<file path="src/rtl/lsu_ctrl.sv">
// lsu_ctrl: load/store unit controller between an RV32I core and a
// single-port, synchronous-read data memory. Handles byte/half/word loads
// with sign/zero extension, word stores directly, and byte/half stores via
// read-modify-write. Rejected requests answer with an error response and
// never touch memory.
module lsu_ctrl #(
    parameter int DATA_WIDTH = 32,
    parameter int ADDR_WIDTH = 10
) (
    input  logic                  clk_i,
    input  logic                  rst_i,
    input  logic                  req_valid_i,
    output logic                  req_ready_o,
    input  logic                  req_we_i,
    input  logic [2:0]            req_funct3_i,
    input  logic [31:0]           req_addr_i,
    input  logic [DATA_WIDTH-1:0] req_wdata_i,
    output logic                  rsp_valid_o,
    input  logic                  rsp_ready_i,
    output logic [DATA_WIDTH-1:0] rsp_rdata_o,
    output logic                  rsp_err_o,
    output logic                  mem_we_o,
    output logic [ADDR_WIDTH-1:0] mem_addr_o,
    output logic [DATA_WIDTH-1:0] mem_wdata_o,
    input  logic [DATA_WIDTH-1:0] mem_rdata_i
);

    typedef enum logic [2:0] {
        IDLE  = 3'd0,
        READ  = 3'd1,
        WAIT  = 3'd2,
        WRITE = 3'd3,
        RESP  = 3'd4
    } state_t;

    state_t r_state;
    state_t w_next;

    // Request fields captured on accept
    logic                  r_we;
    logic [2:0]            r_funct3;
    logic [1:0]            r_lane;
    logic [ADDR_WIDTH-1:0] r_waddr;
    logic [DATA_WIDTH-1:0] r_wdata;
    logic [DATA_WIDTH-1:0] r_rdata;
    logic                  r_err;

    logic w_accept;
    logic w_misaligned;
    logic w_illegal;
    logic w_out_of_range;
    logic w_err;

    // Pick the addressed byte/half out of the fetched word and extend it.
    // funct3[2] selects zero extension (LBU/LHU).
    function automatic logic [DATA_WIDTH-1:0] load_extract(
        input logic [DATA_WIDTH-1:0] word,
        input logic [2:0]            f3,
        input logic [1:0]            lane
    );
        logic [7:0]  b;
        logic [15:0] h;
        logic        s;
        b = word[{lane, 3'b000} +: 8];
        h = lane[1] ? word[31:16] : word[15:0];
        case (f3[1:0])
            2'b00: begin
                s = ~f3[2] & b[7];
                load_extract = {{24{s}}, b};
            end
            2'b01: begin
                s = ~f3[2] & h[15];
                load_extract = {{16{s}}, h};
            end
            default: load_extract = word;
        endcase
    endfunction

    // Insert the low byte/half of the store data into the fetched word at
    // the addressed lane; the other lanes keep their memory contents.
    function automatic logic [DATA_WIDTH-1:0] store_merge(
        input logic [DATA_WIDTH-1:0] word,
        input logic [DATA_WIDTH-1:0] wd,
        input logic [2:0]            f3,
        input logic [1:0]            lane
    );
        logic [DATA_WIDTH-1:0] res;
        res = word;
        if (f3[1:0] == 2'b00) begin
            res[{lane, 3'b000} +: 8] = wd[7:0];
        end else begin
            res[{lane[1], 4'b0000} +: 16] = wd[15:0];
        end
        store_merge = res;
    endfunction

    assign w_accept = req_valid_i & req_ready_o;

    assign w_misaligned = ((req_funct3_i[1:0] == 2'b01) && req_addr_i[0]) ||
                          ((req_funct3_i[1:0] == 2'b10) && (req_addr_i[1:0] != 2'b00));

    assign w_illegal = (req_funct3_i == 3'b011) || (req_funct3_i == 3'b110) ||
                       (req_funct3_i == 3'b111) || (req_funct3_i[2] && req_we_i);

    assign w_out_of_range = (req_addr_i[31:ADDR_WIDTH+2] != '0);

    assign w_err = w_misaligned | w_illegal | w_out_of_range;

    // State register
    always_ff @(posedge clk_i) begin
        if (rst_i) begin
            r_state <= IDLE;
        end else begin
            r_state <= w_next;
        end
    end

    // Next-state logic: error -> RESP, SW -> WRITE, loads and SB/SH -> READ
    always_comb begin
        w_next = r_state;
        case (r_state)
            IDLE: begin
                if (w_accept) begin
                    if (w_err) begin
                        w_next = RESP;
                    end else if (req_we_i && (req_funct3_i[1:0] == 2'b10)) begin
                        w_next = WRITE;
                    end else begin
                        w_next = READ;
                    end
                end
            end
            READ:    w_next = WAIT;
            WAIT:    w_next = r_we ? WRITE : RESP;
            WRITE:   w_next = RESP;
            RESP:    w_next = rsp_ready_i ? IDLE : RESP;
            default: w_next = IDLE;
        endcase
    end

    // Word address is the only datapath register visible outside, so it is cleared by reset
    always_ff @(posedge clk_i) begin
        if (rst_i) begin
            r_waddr <= '0;
        end else if (w_accept) begin
            r_waddr <= req_addr_i[ADDR_WIDTH+1:2];
        end
    end

    // Capture request fields on accept; in WAIT either extract load data or merge store data
    always_ff @(posedge clk_i) begin
        if (w_accept) begin
            r_we     <= req_we_i;
            r_funct3 <= req_funct3_i;
            r_lane   <= req_addr_i[1:0];
            r_wdata  <= req_wdata_i;
            r_rdata  <= '0;
            r_err    <= w_err;
        end else if (r_state == WAIT) begin
            if (r_we) begin
                r_wdata <= store_merge(mem_rdata_i, r_wdata, r_funct3, r_lane);
            end else begin
                r_rdata <= load_extract(mem_rdata_i, r_funct3, r_lane);
            end
        end
    end

    // Outputs decoded from state; response and write data are forced to zero outside their states
    always_comb begin
        req_ready_o = (r_state == IDLE) && !rst_i;
        rsp_valid_o = (r_state == RESP);
        rsp_err_o   = (r_state == RESP) && r_err;
        rsp_rdata_o = (r_state == RESP) ? r_rdata : '0;
        mem_we_o    = (r_state == WRITE) && !rst_i;
        mem_wdata_o = (r_state == WRITE) ? r_wdata : '0;
        mem_addr_o  = r_waddr;
    end

endmodule

</file>
<file path="config.mk">
export PLATFORM = sky130hd
export DESIGN_NAME = lsu_ctrl
export DESIGN_NICKNAME = d
export VERILOG_FILES = /design/src/rtl/lsu_ctrl.sv
export SDC_FILE = /design/constraint.sdc
export NUM_CORES = 1
export LEC_CHECK = 0
export BUFFER_PORTS_ARGS = -buffer_cell sky130_fd_sc_hd__clkbuf_2
export CORE_UTILIZATION = 40
export DETAILED_ROUTE_END_ITERATION = 16
export PLACE_DENSITY = 0.71
export SLEW_MARGIN = 20
export SYNTH_ARGS = -nofsm -noshare
export SYNTH_HDL_FRONTEND = slang
export SYNTH_SLANG_ARGS = --single-unit
</file>
<file path="constraint.sdc">
create_clock -name clk_i -period 2.5 [get_ports clk_i]
set_clock_uncertainty 0.1 [all_clocks]
set_input_delay 0.5 -clock clk_i [delete_from_list [all_inputs] [get_ports clk_i]]
set_output_delay 0.5 -clock clk_i [all_outputs]
set_load 0.05 [all_outputs]
</file>
# Word level (Yosys, flattened, before mapping)
# Index checks and enable logic that the tools add are counted.
# classes
n_addsub,2
eq_ne,11
n_shift,5
mux,16
bitwise,7
reduce_logical,20
# op_table
op,count
32-bit two-way mux,6
32-bit bitwise mux,2
32-bit one-hot mux with 2 select lines,1
16-bit by 7-bit variable shift with 32-bit output (first input constant),1
8-bit by 7-bit variable shift with 32-bit output (first input constant),1
16-bit by 7-bit indexed part select with 32-bit output,1
32-bit by 6-bit indexed part select with 8-bit output,1
8-bit by 7-bit indexed part select with 32-bit output,1
20-bit nonzero test,1
16-bit two-way mux,1
3-bit one-hot mux with 5 select lines,1
5-bit negation with 7-bit output,2
3-bit two-way mux,4
3-bit by 2-bit equality test with 1-bit output (second input constant),3
3-bit equality test (second input constant),3
1-bit logical AND,7
2-bit nonzero test,3
2-bit by 1-bit equality test with 1-bit output (second input constant),2
1-bit logical OR,4
2-bit AND reduction,2
1-bit AND,3
3-bit by 1-bit equality test with 1-bit output (second input constant),1
3-bit logical NOT,1
2-bit equality test (second input constant),1
6 further kinds,8
# totals
register_bits,84
in_bits,104
output_inout_bits,78
word_cells,69

# Longest topological paths before layout
# Gate-level depths: netlist (run 1).
# depth
depth_word,9
mapped_depth,8
depth_no_buf,6

# Worst setup path after synthesis (run 1)
# No wires, ideal clock.
# synth_path
kind,reg-to-reg
start,register r_state[2]
end,"register r_wdata[0], enable pin"
setup_time_ns,0.384
arrival_time_ns,1.946
t_required_ns,2.016
setup_slack_ns,0.070
stages_incl_launch_ff,6
path_buffers,2
period_less_slack_ns,2.430
path_cell_list,dfxtp_1 > buf_4 > nor4_4 > nand2_2 > clkbuf_1 > o21ai_0
# synth_between
elab_chain_len,5
elab_cells_between_ends,7
classes_between,eq/ne (1); bitwise (1); reduce/logical (5)
# synth_rtl
item,line,rtl
from (decl),36,state_t r_state;
from (signal assigned),114,r_state <= w_next;
3-bit logical NOT (*),170,req_ready_o = (r_state == IDLE) && !rst_i;
1-bit logical AND (*),170,
via req_ready_o,13,"output logic req_ready_o,"
1-bit AND (*),97,assign w_accept = req_valid_i & req_ready_o;
2-bit nonzero test (no line),-,
2-bit AND reduction (no line) (*),-,
to (signal assigned),156,r_wdata <= req_wdata_i;
to (signal assigned),161,"r_wdata <= store_merge(mem_rdata_i, r_wdata, r_funct3, r_lane);"
to (decl),44,logic [DATA_WIDTH-1:0] r_wdata;
# Mark *: on every way through the listed nets, which the timed path passes. The rest lies on a longest branch.
# A chain may end at the register's enable or synchronous reset.

# Worst setup path in the final report (run 1)
# layout_path
start,register r_state[0]
end,output port rsp_rdata_o[6]
# layout_between
elab_chain_len,2
# layout_rtl
item,line,rtl
3-bit equality test,173,rsp_rdata_o = (r_state == RESP) ? r_rdata : '0;
32-bit two-way mux,173,
to (decl),20,"output logic [DATA_WIDTH-1:0] rsp_rdata_o,"
# No other way between the ends.

==> results of run 1 <==
[metrics by stage]
stage | hold WS, ns | cell area, sq um | setup WS [ns]
finish | 0.240 | 6360 | 0.0794
global route | 0.252 | 6360 | 0.00301
CTS | 0.238 | 6350 | 0.0214
detailed placement | 0.368 | 6070 | 0.184
global placement | 0.360 | 6070 | 0.255
floorplan | 0.394 | 4700 | 0.0700
[layer usage]
layer,track usage,up-vias
li1,-,2178
met1,0.322,2090
met2,0.369,266
met3,0.0412,39
met4,0.127,0
met5,0,-
[state kept, by name (all words and copies together) (netlist names)]
register,count
r_rdata,32
r_wdata,32
mem_addr_o,10
r_funct3,3
r_state,3
r_lane,2
r_err,1
r_we,1
[tightest hold or removal path: cells and delay by family]
family                 cells  cell delay [ns]
buffers and inverters      1             0.07
AND/OR/NAND/NOR            2             0.08
[cell usage in the layout (no fill, tap or decap), drive strengths merged, types with 2 or more instances in the layout]
| master | instances |
|---|---|
| inv | 5 |
| nor2 | 45 |
| nand2 | 51 |
| clkbuf | 168 |
| nor3 | 7 |
| mux2 | 3 |
| o211ai | 9 |
| clkinv | 3 |
| nand2b | 7 |
| mux2i | 9 |
| o31ai | 9 |
| nand3b | 18 |
| nor4 | 8 |
| a22o | 10 |
| and2 | 65 |
| dfxtp | 45 |
| ha | 5 |
| buf | 40 |
| a211oi | 10 |
| a21oi | 34 |
| edfxtp | 39 |
| o21ai | 28 |
| a221oi | 32 |
| or2 | 2 |
| nor2b | 12 |
[kinds of logic (layout without fill, tap and decap cells)]
group	Yosys count	in the layout	share of synthesized area
flops	84	84	0.441
buf+inv	45	216	0.0492
simple gates	222	222	0.261
compound gates	138	138	0.204
mux	13	13	0.0311
fa+ha+maj	5	5	0.0133
[worst paths after layout]
check | end | cells after the start
setup reg to reg | r_wdata[29] | 6
hold / removal | mem_addr_o[9] | 3
setup / recovery | rsp_rdata_o[6] | 5
hold reg to reg | mem_addr_o[7] | 2
[area by class of cell]
| type | count | share of cell area |
|---|---|---|
| timing repair buffer | 196 | 0.219 |
| inverter | 5 | 0.00335 |
| clock inverter | 3 | 0.00315 |
| clock buffer | 12 | 0.0421 |
| multi-input combinational | 378 | 0.378 |
| sequential | 84 | 0.326 |
| tap | 143 | 0.0281 |
[power breakdown]
group          switching, mW  total [mW]  internal, mW
Sequential            0.0292        1.53          1.50
Clock                  0.526        1.28         0.755
Combinational          0.304       0.485         0.180
Total                  0.859        3.30          2.44
[what timing repair did]
action,4_1_cts,5_1_grt
hold buffers,0,0
resized for setup,0,2
setup endpoints to repair,0,33
==> results by group, run 1 <==
Power and ir drop
  – VDD IR max: 0.294 mV
  – Total power: 3.30 mW
  – Static leakage: 2.74 nW
  – PD cells: 518 nW/um^2

Critical path
  – CP Cell Sequence: buf_4 > nor3b_2 > buf_6 > and2_1 > clkbuf_2
  – CP Class: flop to output port
  – Crit path launch type: flop
  – Setup slack, reg-to-reg: 0.12 ns
  – Bufs and invs on worst path: 3
  – Crit path max fanout: 34
  – Slowest stage delay, CP: 0.31 ns
  – Family with the most delay on the worst path: buffers and inverters
  – Crit path arrival time: 1.82 ns
  – R2R Path Start: r_lane[1]
  – Crit path capture type: output port
  – Slowest CP cell: dfxtp_1
  – CP required: 1.90 ns
  – Critical path launch point: r_state[0]

Synthesis
  – Yosys cell types: 47
  – Count leader, synth: and2_1
  – Post-synth EDFFs: 39
  – Async set-reset flop share out of synthesis: 0
  – Top cell types by occurrence after synthesis: and2_1, nand2_1, dfxtp_1, nor2_1, edfxtp_1
  – Yosys top cell area share: 0.249
  – Dominant cell type by area after synthesis: edfxtp_1
  – Ranking of synthesized cells by area: edfxtp_1, dfxtp_1, and2_1
  – #FFs+latches synth: 84
  – Syn nets: 616
  – Seq/Total Area, Yosys: 0.441
  – Post-Syn Instances: 507
  – Syn avg cell area: 9.27 sq um
  – Post-Syn Area: 4700 sq um
  – Yosys warns: 0
  – Primary FF master, synth: dfxtp_1

Detailed routing
  – Via density per instance: 5.57
  – Final ANT Viol Nets: 0
  – DR pass1 iterations: 5
  – 1st-iter DRT viols: 479
  – Total number of vias: 4573
  – Uppermost layer routed: met4
  – Metal3 WL: 1170 um
  – Met2 WL: 6550 um
  – DRC: 0
  – M1 WL: 6290 um
  – Routed WL: 14600 um
  – Mean routed wirelength per cell: 17.7 um

Placement
  – Dpl hpwl: 10900 um
  – GPL Wtd Cong: 0.899
  – I/O Buffers: 181
  – Placed cells: 806

CTS
  – CTS Buf Count: 9
  – CTS Buffer Depth: 2
  – Htree depth: 3
  – # clock sinks: 84
  – CTS tree: yes
  – Clk slew on worst S/H paths: 0.05 ns
  – Root buf cell: clkbuf_16
  – Worst-skew pair later-pin latency: 0.35 ns
  – Setup Buffers After CTS: 0

Final layout
  – Area delta synth->final: 35.2%
  – Layout Nets: 783
  – Register area: 2070 sq um
  – # diodes: 0
  – Final core utilization: 0.557
  – Multi-input gate area: 2400 sq um
  – Post-route insts no fill: 821
  – Fill cell count: 1026
  – Share of cells above drive strength 1: 0.336

Timing
  – Fin. max-slew vios: 0
  – Max Clock Freq: 413 MHz
  – RSZ-0062 raised after global routing: no
  – TNS Setup: 0 ns
  – Max_slew headroom: 0.286
  – Tcrit/Tclk final: 0.968
  – Final Hold Fails: 0
  – Min cycle time layout: 2.42 ns
  – Slew @ Worst Pin: 1.06 ns
  – Final setup fails: 0

Floorplanning
  – Initial core utilization: 0.412
  – Die Width: 110 um
  – Top-level port count: 182
  – Core Box Area: 11400 sq um
  – Row count: 39
  – DIE AREA: 12200 sq um
  – Chip height: 110 um

GRT
  – Initial antenna violation count: 0
  – First-pass GRT wire length: 22800 um
  – Vias in the first global route: 4339
  – Total grt overflow: 0
  – Largest net degree at the start of global routing: 49
  – GRT Util Overall: 0.240

Min path
  – Worst Hold Class: input pin to flop
  – Worst hold start: req_addr_i[11]

Job
  – Max Cap Violations: 0

Outcome
  – Outcome: complete, no violations
(Power assumes the default switching activity.)
==> inputs of run 2 (changes only) <==
--- a/config.mk
+++ b/config.mk
@@ -7,6 +7,7 @@
 export LEC_CHECK = 0
 export BUFFER_PORTS_ARGS = -buffer_cell sky130_fd_sc_hd__clkbuf_2
 export CORE_UTILIZATION = 40
+export CTS_BUF_LIST = sky130_fd_sc_hd__clkbuf_2
 export DETAILED_ROUTE_END_ITERATION = 16
 export PLACE_DENSITY = 0.71
 export SLEW_MARGIN = 20
==> run 2 against run 1 <==
Net effect: die area stayed put; count of clock-buffer cells in the layout shrank 2; sequential power barely moved; clock power fell by 46%; flip-flop and latch count unchanged; combinational power is 8.9% higher; via count increased by 4.2%; sequential share of layout area is 2.7 points lower; register-to-register slack improved by 0.02 ns; critical path type unchanged; global-route usage rose by 1.3 points; final area is 9.6% higher.
==> results by group, run 2 (same netlist as run 1, synthesis figures left out) <==
Detailed routing
  – DR pass1 iterations: 5
  – Total number of vias: 4764
  – 1st-iter DRT viols: 453
  – Via density per instance: 5.69
  – Mean routed wirelength per cell: 19.4 um
  – Routed WL: 16200 um
  – Final ANT Viol Nets: 0
  – DRC: 0

Critical path
  – Slowest CP cell: dfxtp_2
  – Crit path arrival time: 1.89 ns
  – CP Class: flop to output port
  – Crit path max fanout: 9
  – Most used cell, CP: buf_8
  – Setup slack, reg-to-reg: 0.14 ns
  – R2r endpoint: r_wdata[31]
  – R2R Path Start: r_lane[1]
  – Slowest stage delay, CP: 0.37 ns
  – Crit path capture type: output port
  – Crit path launch type: flop
  – CP Cell Sequence: buf_8 > nor3b_4 > buf_6 > buf_8 > and2_4 > clkbuf_16
  – CP required: 1.90 ns
  – Reg2Reg Depth: 6

Timing
  – Final hold slack: 0.0251 ns
  – Final setup fails: 0
  – Final Hold Fails: 0
  – Max Clock Freq: 402 MHz
  – Fin. max-slew vios: 0
  – Min cycle time layout: 2.49 ns
  – Fin worst setup slack: 0.0101 ns
  – RSZ-0062 raised after global routing: yes
  – TNS Setup: 0 ns
  – Slew @ Worst Pin: 1.05 ns
  – Max_slew headroom: 0.292
  – Tcrit/Tclk final: 0.996

Floorplanning
  – Row count: 39
  – Top-level port count: 182
  – DIE AREA: 12200 sq um
  – Die Width: 110 um
  – Initial core utilization: 0.412
  – Chip height: 110 um
  – Core Box Area: 11400 sq um

Final layout
  – Post-route insts no fill: 837
  – # diodes: 0
  – Final std cell area, no fill: 6970 sq um
  – Layout Nets: 799
  – Commonest non-fill, non-tap cell in the layout: clkbuf_2
  – Share of cells above drive strength 1: 0.428
  – Area delta synth->final: 48.2%
  – Commonest cells after routing, fill and taps aside: clkbuf_2, and2_4, nand2_1
  – Final core utilization: 0.610

Job
  – Max Cap Violations: 0

CTS
  – Clk slew on worst S/H paths: 0.18 ns
  – Worst-skew pair later-pin latency: 0.58 ns
  – Htree depth: 3
  – CTS Buf Count: 9
  – # clock sinks: 84
  – CTS Buffer Depth: 2
  – Root buf cell: clkbuf_2
  – CTS tree: yes

GRT
  – Total grt overflow: 0
  – Vias in the first global route: 4508
  – First-pass GRT wire length: 23900 um
  – Initial antenna violation count: 0
  – Largest net degree at the start of global routing: 49
  – GRT Util Overall: 0.253

Placement
  – I/O Buffers: 181
  – Placed cells: 806
  – Place WS: 0.184 ns
  – GPL Wtd Cong: 0.899
  – Dpl hpwl: 10900 um
  – Post-DP Area: 6070 sq um

Power and ir drop
  – Static leakage: 2.95 nW
  – Clock power share: 0.251
  – Int Pwr: 1.94 mW
  – Sw Share: 0.297
  – Share of power burned in registers: 0.557
  – PD cells: 395 nW/um^2
  – Total power: 2.75 mW
  – Gate power share: 0.192
  – Switch Pwr: 817 uW
  – VDD IR max: 0.194 mV

Min path
  – Worst hold start: req_addr_i[11]
  – Hold depth: 3
  – WHS Endpoint: mem_addr_o[9]
  – Worst Hold Class: input pin to flop

Outcome
  – Outcome: complete, no violations
==> run 2: area by class of cell <==
class | count | area [sq um]
inverters | 5 | 21.3
clock inverters | 5 | 53.8
well taps | 143 | 179
flip-flops and latches | 84 | 2080
fillers | 924 | 4450
clock buffers | 10 | 50.0
multi-input cells | 378 | 2550
repair buffers | 212 | 2030
==> run 2: worst max path at each step <==
stage,startpoint,end,cells after the start
after CTS,r_state[0],rsp_rdata_o[31],6
after floorplan,r_state[2],r_wdata[0],5
after global routing,r_state[0],rsp_rdata_o[9],6
after global placement,r_lane[0],r_wdata[1],4
final,r_state[0],rsp_rdata_o[4],6
after detailed placement,r_lane[0],r_wdata[5],4
==> run 2: critical path: cells and delay by family (launching register included) <==
family | cells | cell delay [ns]
simple gates | 2 | 0.35
flops | 1 | 0.37
buf+inv | 4 | 0.62
==> run 2: per-layer routing <==
layer  routed length, um  global-route usage
met5                   0                   0
met2                7470               0.380
met1                6770               0.336
met4                 745               0.145
met3                1220              0.0521
==> run 2: power groups by stage <==
stage	registers, mW	clock network, mW	logic (mW)
2_1_floorplan	1.59	0	0.243
3_3_place_gp	1.56	0	0.466
3_5_place_dp	1.56	0	0.477
4_1_cts	1.53	0.703	0.512
5_1_grt	1.54	0.752	0.564
6_report	1.53	0.692	0.528
==> run 2: what timing repair did <==
item,in CTS,in global routing
setup buffers,1,6
endpoints found under the hold margin,3,1
resized for setup,98,105
cloned,3,3
pin swaps,1,16
endpoints found under the setup margin,66,66
hold buffers,3,1
==> inputs of run 3 (changes only) <==
--- a/config.mk
+++ b/config.mk
@@ -5,12 +5,12 @@
 export SDC_FILE = /design/constraint.sdc
 export NUM_CORES = 1
 export LEC_CHECK = 0
+export ABC_AREA = 1
 export BUFFER_PORTS_ARGS = -buffer_cell sky130_fd_sc_hd__clkbuf_2
 export CORE_UTILIZATION = 40
 export CTS_BUF_LIST = sky130_fd_sc_hd__clkbuf_2
 export DETAILED_ROUTE_END_ITERATION = 16
-export PLACE_DENSITY = 0.71
-export SLEW_MARGIN = 20
+export PLACE_DENSITY = 0.67
 export SYNTH_ARGS = -nofsm -noshare
 export SYNTH_HDL_FRONTEND = slang
 export SYNTH_SLANG_ARGS = --single-unit
==> constraint.sdc (replaced) <==
create_clock -name clk_i -period 2.46 [get_ports clk_i]
set_clock_uncertainty 0.1 [all_clocks]
set_input_delay 0.492 -clock clk_i [delete_from_list [all_inputs] [get_ports clk_i]]
set_output_delay 0.492 -clock clk_i [all_outputs]
set_load 0.05 [all_outputs]
==> run 3 against run 2 <==
Net effect: count of clock-buffer cells in the layout shrank 1; synthesized cell count grew 51%; first-iteration DRC count shrank 4.2%; register-to-register slack gained 0.20 ns; critical path type unchanged; largest cell class unchanged.
==> results by group, run 3 <==
Outcome
  – Outcome: complete, no violations

Power and ir drop
  – Gate power share: 0.183
  – Sw Share: 0.303
  – Static leakage: 3.31 nW
  – Switch Pwr: 884 uW
  – Clock power share: 0.287
  – PD cells: 404 nW/um^2
  – VDD IR max: 0.278 mV
  – Int Pwr: 2.04 mW
  – Share of power burned in registers: 0.530

CTS
  – Setup Buffers After CTS: 0
  – Root buf cell: clkbuf_2
  – CTS Buf Count: 9
  – # clock sinks: 84
  – Worst-skew pair later-pin latency: 0.57 ns
  – CTS tree: yes
  – Clk slew on worst S/H paths: 0.26 ns
  – CTS Buffer Depth: 2
  – Htree depth: 3

Synthesis
  – Dominant cell type by area after synthesis: edfxtp_1
  – Top cell types by occurrence after synthesis: nand2_1, inv_1, nor2_1
  – Ranking of synthesized cells by area: edfxtp_1, dfxtp_1, nand2_1
  – Count leader, synth: nand2_1
  – Yosys warns: 0
  – Syn nets: 874
  – Post-synth EDFFs: 39
  – Syn avg cell area: 6.79 sq um
  – Yosys cell types: 32
  – Seq/Total Area, Yosys: 0.399
  – #FFs+latches synth: 84
  – Post-Syn Area: 5190 sq um
  – Yosys top cell area share: 0.226
  – Post-Syn Instances: 765
  – Primary FF master, synth: dfxtp_1
  – Async set-reset flop share out of synthesis: 0

Timing
  – Max_slew headroom: 0.259
  – Fin. max-slew vios: 0
  – TNS Setup: 0 ns
  – Final hold slack: 0.0266 ns
  – RSZ-0062 raised after global routing: yes
  – Tcrit/Tclk final: 0.971
  – Slew @ Worst Pin: 1.10 ns
  – Final Hold Fails: 0
  – Max Clock Freq: 419 MHz
  – Min cycle time layout: 2.39 ns
  – Final setup fails: 0

Critical path
  – Crit path capture type: output port
  – Crit path launch type: flop
  – CP required: 1.87 ns
  – CP Class: flop to output port
  – Crit path max fanout: 34
  – Crit path arrival time: 1.80 ns

GRT
  – Largest net degree at the start of global routing: 53
  – Initial antenna violation count: 1
  – GRT Util Overall: 0.250
  – Total grt overflow: 0
  – First-pass GRT wire length: 25500 um
  – Vias in the first global route: 5110

Placement
  – Dpl hpwl: 12600 um
  – Post-DP Area: 6700 sq um
  – GPL Wtd Cong: 0.892
  – Placed cells: 1089
  – I/O Buffers: 181

Floorplanning
  – Core Box Area: 12600 sq um
  – Chip height: 116 um
  – DIE AREA: 13400 sq um
  – Row count: 41
  – Top-level port count: 182
  – Die Width: 116 um
  – Initial core utilization: 0.411

Final layout
  – Fill cell count: 1258
  – Share of cells above drive strength 1: 0.290
  – Register area: 2070 sq um
  – Multi-input gate area: 2520 sq um
  – Post-route insts no fill: 1117
  – Commonest non-fill, non-tap cell in the layout: nand2_1
  – Layout Nets: 1048
  – Area delta synth->final: 39.1%
  – Final std cell area, no fill: 7220 sq um
  – Commonest cells after routing, fill and taps aside: nand2_1, clkbuf_2, inv_1

Detailed routing
  – Mean routed wirelength per cell: 15.0 um
  – Via density per instance: 5.12
  – DRC: 0
  – Routed WL: 16800 um
  – 1st-iter DRT viols: 434
  – Total number of vias: 5719
  – Final ANT Viol Nets: 0
  – DR pass1 iterations: 6

Min path
  – Worst Hold Class: input pin to flop

Job
  – Max Cap Violations: 0
[run 3: power groups by stage]
stage / Clock (mW) / Combinational [mW] / Sequential, mW
3_5_place_dp: 0 / 0.505 / 1.58
4_1_cts: 0.851 / 0.524 / 1.55
6_report: 0.838 / 0.533 / 1.55
5_1_grt: 0.904 / 0.590 / 1.55
2_1_floorplan: 0 / 0.286 / 1.59
3_3_place_gp: 0 / 0.502 / 1.57
[run 3: critical path, cell delays in order, from the launching register on]
cell and delay, ns:
dfxtp_2 0.40, nor2_2 0.13, inv_2 0.06, nor2_4 0.14
inv_6 0.11, nor2_1 0.18, buf_6 0.19
[run 3: timing repair]
action,CTS,global route
hold buffers,11,0
gates resized for setup,37,93
hold endpoints to repair,11,0
endpoints found under the setup margin,34,66
[run 3: cell families after synthesis]
group | share of synthesized area
simple gates | 0.255
compound gates | 0.198
buf+inv | 0.136
fa+ha+maj | 0.0120
flops | 0.399
[run 3: metal layers]
layer  routed length, um  vias to the layer above  global-route usage
li1                    -                     2828                   -
met1                7100                     2612               0.323
met2                8050                      239               0.407
met3                1160                       40              0.0392
met4                 491                        0               0.124
met5                   0                        -                   0
[run 3: worst paths after layout]
path	startpoint	end	slack, ns	depth (start not counted)
min	req_we_i	r_we	0.03	1
max	r_state[0]	rsp_rdata_o[25]	0.07	6
min reg2reg	mem_addr_o[7]	mem_addr_o[7]	0.38	2
max reg2reg	r_funct3[1]	r_rdata[18]	0.34	8
[run 3: metrics by stage]
| step | setup WS (ns) | total power, mW | util |
|---|---|---|---|
| after floorplan | -0.0784 | 1.88 | - |
| after global placement | 0.470 | 2.08 | 0.531 |
| after detailed placement | 0.404 | 2.08 | 0.531 |
| after CTS | -0.0374 | 2.92 | 0.558 |
| after global routing | -0.0607 | 3.05 | 0.572 |
| final | 0.0724 | 2.92 | 0.572 |
[run 3: final cells by class]
cell class,count,share of cell area
clock inverter,7,0.0123
timing repair buffer,206,0.248
sequential,84,0.287
multi-input combinational,510,0.349
inverter,128,0.0679
tap,172,0.0298
clock buffer,9,0.00624
antenna,1,0.000346
